<file path="src/rtl/div_ctrl.sv">
// div_ctrl: multi-cycle radix-2 restoring divider sequencer for MIPS DIV/DIVU.
// Produces {remainder (HI), quotient (LO)} one quotient bit per cycle.
//
// Ports:
//   clk, rst            clock (rising edge), asynchronous active-high reset
//   start_i             divide request, held by EX until ready_o is consumed
//   annul_i             flush/cancel, overrides start_i
//   signed_div_i        1 = DIV (two's complement), 0 = DIVU
//   dividend_i          rs operand, sampled when start is accepted
//   divisor_i           rt operand, sampled when start is accepted
//   result_o            {remainder, quotient}, valid while ready_o = 1
//   ready_o             result valid
//   stall_req_o         pipeline freeze request while the divide is pending
//
// Optional build macro:
//   DIV_EARLY_ZERO_EN   a zero dividend (nonzero divisor) short-cuts through
//                       the DIVBYZERO path for a 2-edge latency.
module div_ctrl #(
    parameter int DATA_WIDTH = 32
) (
    input  logic                    clk,
    input  logic                    rst,
    input  logic                    start_i,
    input  logic                    annul_i,
    input  logic                    signed_div_i,
    input  logic [DATA_WIDTH-1:0]   dividend_i,
    input  logic [DATA_WIDTH-1:0]   divisor_i,
    output logic [2*DATA_WIDTH-1:0] result_o,
    output logic                    ready_o,
    output logic                    stall_req_o
);

    localparam int CW = $clog2(DATA_WIDTH + 1);
    localparam logic [CW-1:0] LAST = CW'(DATA_WIDTH);

    localparam logic [1:0] FREE      = 2'd0;
    localparam logic [1:0] DIVBYZERO = 2'd1;
    localparam logic [1:0] ON        = 2'd2;
    localparam logic [1:0] END       = 2'd3;

    logic [1:0]            state;
    logic [CW-1:0]         cnt;
    logic [DATA_WIDTH-1:0] rem;
    logic [DATA_WIDTH-1:0] quo;
    logic [DATA_WIDTH-1:0] dvs;
    logic                  sign_a;
    logic                  sign_b;
    logic                  is_signed;

    logic                  a_neg;
    logic                  b_neg;
    logic [DATA_WIDTH-1:0] a_mag;
    logic [DATA_WIDTH-1:0] b_mag;
    logic                  zero_path;
    logic [DATA_WIDTH:0]   shifted;
    logic [DATA_WIDTH:0]   diff;
    logic [DATA_WIDTH-1:0] q_fix;
    logic [DATA_WIDTH-1:0] r_fix;

    assign stall_req_o = start_i & ~ready_o & ~annul_i;

    // Signed operands are divided as magnitudes; signs are reapplied at the end.
    assign a_neg = signed_div_i & dividend_i[DATA_WIDTH-1];
    assign b_neg = signed_div_i & divisor_i[DATA_WIDTH-1];
    assign a_mag = a_neg ? ('0 - dividend_i) : dividend_i;
    assign b_mag = b_neg ? ('0 - divisor_i) : divisor_i;

`ifdef DIV_EARLY_ZERO_EN
    assign zero_path = (divisor_i == '0) | (dividend_i == '0);
`else
    assign zero_path = (divisor_i == '0);
`endif

    // One restoring step: bring the next dividend bit into the partial
    // remainder and try to subtract the divisor; the borrow bit decides.
    assign shifted = {rem, quo[DATA_WIDTH-1]};
    assign diff    = shifted - {1'b0, dvs};

    assign q_fix = (is_signed & (sign_a ^ sign_b)) ? ('0 - quo) : quo;
    assign r_fix = (is_signed & sign_a) ? ('0 - rem) : rem;

    always_ff @(posedge clk or posedge rst) begin
        if (rst) begin
            state     <= FREE;
            cnt       <= '0;
            rem       <= '0;
            quo       <= '0;
            dvs       <= '0;
            sign_a    <= 1'b0;
            sign_b    <= 1'b0;
            is_signed <= 1'b0;
            result_o  <= '0;
            ready_o   <= 1'b0;
        end else if (annul_i) begin
            state    <= FREE;
            cnt      <= '0;
            result_o <= '0;
            ready_o  <= 1'b0;
        end else begin
            unique case (state)
                FREE: begin
                    if (start_i) begin
                        rem       <= '0;
                        quo       <= a_mag;
                        dvs       <= b_mag;
                        sign_a    <= a_neg;
                        sign_b    <= b_neg;
                        is_signed <= signed_div_i;
                        cnt       <= '0;
                        state     <= zero_path ? DIVBYZERO : ON;
                    end
                end
                DIVBYZERO: begin
                    result_o <= '0;
                    ready_o  <= 1'b1;
                    state    <= END;
                end
                ON: begin
                    if (cnt != LAST) begin
                        if (!diff[DATA_WIDTH]) begin
                            rem <= diff[DATA_WIDTH-1:0];
                            quo <= {quo[DATA_WIDTH-2:0], 1'b1};
                        end else begin
                            rem <= shifted[DATA_WIDTH-1:0];
                            quo <= {quo[DATA_WIDTH-2:0], 1'b0};
                        end
                        cnt <= cnt + 1'b1;
                    end else begin
                        result_o <= {r_fix, q_fix};
                        ready_o  <= 1'b1;
                        state    <= END;
                    end
                end
                END: begin
                    if (!start_i) begin
                        result_o <= '0;
                        ready_o  <= 1'b0;
                        state    <= FREE;
                    end
                end
                default: state <= FREE;
            endcase
        end
    end

endmodule

</file>
<file path="config.mk">
export PLATFORM = sky130hd
export DESIGN_NAME = div_ctrl
export DESIGN_NICKNAME = d
export VERILOG_FILES = /design/src/rtl/div_ctrl.sv
export SDC_FILE = /design/constraint.sdc
export NUM_CORES = 1
export LEC_CHECK = 0
export ABC_AREA = 1
export CORE_MARGIN = 1
export CORE_UTILIZATION = 40
export DETAILED_ROUTE_END_ITERATION = 12
export PLACE_DENSITY_LB_ADDON = 0.15
export SLEW_MARGIN = 20
export SYNTH_ARGS = -nofsm -noshare
export SYNTH_HDL_FRONTEND = slang
export SYNTH_SLANG_ARGS = --single-unit
</file>
<file path="constraint.sdc">
create_clock -name clk -period 12.4 [get_ports clk]
set_input_delay 1.24 -clock clk [delete_from_list [all_inputs] [get_ports clk]]
set_output_delay 1.24 -clock clk [all_outputs]
set_load 0.1 [all_outputs]
</file>
Word-level counts from Yosys, hierarchy flattened
Cells that the tools add are included.

operators by class
  add/sub/neg operators = 6
  equal/unequal tests = 10
  multiplexer cells = 30
  bitwise gates (word level) = 9
  reductions and logical operators = 10

operators with widths
  operator               number
  $mux 32                9
  $mux 64                3
  $pmux 64 s3            1
  $pmux 32 s2            2
  $sub 1x32->32 const A  4
  $sub 33x32->33         1
  $logic_not 32->1       1
  $mux 6                 3
  $ne 3x3->1 const B     4
  $pmux 6 s2             1
  $reduce_and 3->1       4
  $mux 2                 5
  $pmux 2 s4             1
  $add 6x1->6 const B    1
  $and 1x1->1            6
  $ne 6x6->1 const B     1
  $eq 2x2->1 const B     2
  $mux 1                 4
  $ne 2x2->1 const B     2
  $reduce_and 4->1       1
  $reduce_bool 4->1      1
  $pmux 1 s3             1
  $reduce_bool 3->1      1
  $eq 2x1->1 const B     1
  other kinds (4)        5

storage, ports and cells
  flip-flop bits (word level) = 172
  bits of input ports = 69
  output and inout port bits = 66
  word-level logic and storage cells = 75

Depth between registers and ports, before layout
  depth in word-level cells = 6
  gate-level depth with buffers = 18
  mapped depth without buffers = 17

Worst setup path before layout
Ideal clock, no wire load.

  path kind = input-to-output
  from = in annul_i
  to = out stall_req_o
  arrival = 2.579 ns
  slack = 8.581 ns
  stages on the path = 3
  path through = inv_2 nand2_1 nor2_1

between the ends
  cells in the longest elaborated chain, start to end = 2

ends and longest elaborated chain
  element              line  text
  from (decl)          24    input logic annul_i,
  $not 1->1 (no line)  --
  $and 1x1->1          60    assign stall_req_o = start_i & ~ready_o & ~annul_i;
  to (decl)            30    output logic stall_req_o

Every way passes these cells.

Worst setup path after layout
Ends and elaborated chain as after synthesis.

==> flow_metrics.py <==
metrics = {
    "die": {
        "fp.dieH_um": 187,
        "fp.dieW_um": 187,
        "start_util": 0.408,
        "core.rowCount": 67,
        "core_area_mm2": 0.0337,
        "io_pins": 135,
        "die-area_mm2": 0.0351,
    },
    "clock_tree": {
        "hold_buffers": 0,
        "clk_pin_slew_ps": 80,
        "ctsResizeCount": 0,
        "h-tree-depth": 4,
        "cts-root-buf": "clkbuf_16",
        "post_cts_buffers": 0,
        "clock_sinks": 172,
        "cts_buffer_depth": 2,
        "cts_buffers": 17,
        "clock_latency_ps": 460,
        "tritoncts": "built",
    },
    "synthesis": {
        "synth_edf_count": 0,
        "postSynthNetCount": 2252,
        "netlist_area_mm2": 0.0137,
        "yosys.area.top_type_share": 0.313,
        "yosysTopAreaCell": "dfrtp_1",
        "syn_area_per_cell_um2": 6.42,
        "async_flop_share": 1.00,
        "synth_area_leaders": "dfrtp_1 31%, nand2_1 18%, inv_1 8.4%",
        "ys_seq_area_frac": 0.313,
        "synth_ff_type": "dfrtp_1",
        "synthCells": 2141,
        "ys_warn_count": 0,
        "synth_cell_types": 53,
        "ys_ff_latch": 172,
    },
    "timing": {
        "finalSetupViolCount": 0,
        "hold_viol": 0,
        "period_minus_slack_ps": 4670,
        "slew_viol_final": 0,
        "hold_slack_ps": 483,
        "rsz0062_at_grt": "no",
        "skew_ps": 20.6,
        "final.setup.tns_ps": 0,
        "relSlewSlack": 0.343,
        "min_period_over_period": 0.376,
        "worstMarginPinSlew_ps": 983,
        "max_freq_mhz": 214,
    },
    "worst_setup_path": {
        "worstSetupPathType": "in2out",
        "critPathSlowestCell": "clkdlybuf4s50_1",
        "slowest_delay_ps": 1130,
        "cp_data_required_time_ps": 11160,
        "path_delay_family": "buffers and inverters",
        "cp_max_fo": 11,
        "crit_path_start_kind": "primary input",
        "path_buf_inv": 3,
        "setup.worst_path.end_class": "output port",
        "reg2reg_slack_ps": 8760,
        "arrival_ps": 3430,
        "crit_top_cell": "clkdlybuf4s50_1",
        "crit_chain": "clkdlybuf4s50_1 -> inv_2 -> nand2_1 -> nor2_1 -> clkdlybuf4s50_1",
    },
    "placement": {
        "dp_hpwl_um": 33000,
        "place_area_mm2": 0.0154,
        "port-buffer-count": 134,
        "gp_congestion": 0.932,
    },
    "routing": {
        "drt-vias-per-instance": 5.11,
        "route.vias.total": 13798,
        "first_iter_violations": 864,
        "drc": 0,
        "wire_per_inst_um": 15.5,
        "drt_wl_total_um": 41900,
        "antenna_left": 0,
        "dr.pass1.iters": 8,
    },
    "cells_and_area": {
        "final_cell_mix": "671 x nand2_1, 307 x inv_1, 203 x nand3_1, 172 x dfrtp_1, 171 x nor2_1",
        "utilization": 0.473,
        "layout_commonest_cell": "nand2_1",
        "drive_gt1_frac": 0.0599,
        "diodes": 0,
        "num-nets-final": 2350,
        "syn2layout_area_growth_pct": 16.1,
        "design_area_mm2": 0.0160,
    },
    "global_routing": {
        "grt_max_degree": 109,
        "grt_pass1_wl_um": 68300,
        "grtUsageTotal": 0.244,
        "first_global_vias": 12907,
        "overflow": 0,
        "antenna_found_initial": 0,
    },
    "run": {
        "cap_violations": 0,
    },
    "power_and_ir_drop": {
        "p_leak_nw": 8.16,
        "ir_worst_vdd_uv": 177,
        "powerDensity_mw_per_mm2": 191,
    },
    "worst_hold_path": {
        "hp-class": "reg2reg",
    },
    "outcome": {
        "status": "complete, no violations",
    },
}
sequential cells by signal (all words and copies together), names as in the netlist, 2 cells and up:
register,cells
rem,32
quo,32
cnt,6
result_o,64
state,2
dvs,32
cell families after synthesis:
kind of cell / after synthesis / synth area share
fa+ha+maj: 42 / 0.0388
flops: 172 / 0.313
buf+inv: 386 / 0.113
xor+xnor: 60 / 0.0382
simple gates: 1181 / 0.375
compound gates: 300 / 0.121
layer usage:
metal	wire length (µm)	vias to the layer above	global-route usage	share of wire
met4	541	0	0.0564	0.013
met5	0	-	0	0
met2	18100	354	0.378	0.43
li1	-	7019	-	-
met1	21200	6396	0.359	0.51
met3	2100	29	0.0319	0.050
worst min-delay path: stages, from the launching register on:
cell	delay, ps
dfrtp_1	340
nand2_1	50
nand2_1	60
final cells by class:
| cell class | instances | area, µm² |
|---|---|---|
| Tap cell | 448 | 561 |
| Timing Repair Buffer | 142 | 1400 |
| Multi-Input combinational cell | 1583 | 7890 |
| Clock buffer | 17 | 425 |
| Inverter | 323 | 1220 |
| Fill cell | 3631 | 17700 |
| Clock inverter | 15 | 150 |
| Sequential cell | 172 | 4300 |
stage by stage:
| stage | worst slack, ps | power (mW) | cells |
|---|---|---|---|
| floorplan | 6500 | 2.08 | 2141 |
| global placement | 7790 | 2.49 | 2668 |
| detailed placement | 7750 | 2.51 | 2668 |
| CTS | 7740 | 3.06 | 2700 |
| global route | 7660 | 3.27 | 2700 |
| finish | 7730 | 3.04 | 2700 |
synth_stat cells, drive strengths merged (6+ instances only):
master / n
clkbuf: 31
nor2: 179
dfrtp: 172
inv: 322
o21ai: 160
nand3b: 9
xnor2: 17
nand2: 708
nand4: 25
o211ai: 8
a21oi: 95
ha: 41
nand3: 224
buf: 32
xor2: 43
nor3: 24
a22oi: 6
o22ai: 6
power breakdown:
| group | internal [mW] | switching [mW] | total, mW |
|---|---|---|---|
| logic | 0.446 | 1.22 | 1.67 |
| registers | 0.719 | 0.125 | 0.844 |
| clock network | 0.267 | 0.265 | 0.532 |
path summary, 6_finish.rpt:
check	start	end	cells past startpoint
setup / recovery	annul_i	stall_req_o	5
hold / removal	quo[0]	quo[0]	2
setup reg to reg	state[0]	rem[26]	11
hold reg to reg	quo[0]	quo[0]	2
max in group asynchronous	rst	result_o[54]	3
min in group asynchronous	rst	state[1]	2
Power figures use the tool's default switching activity.
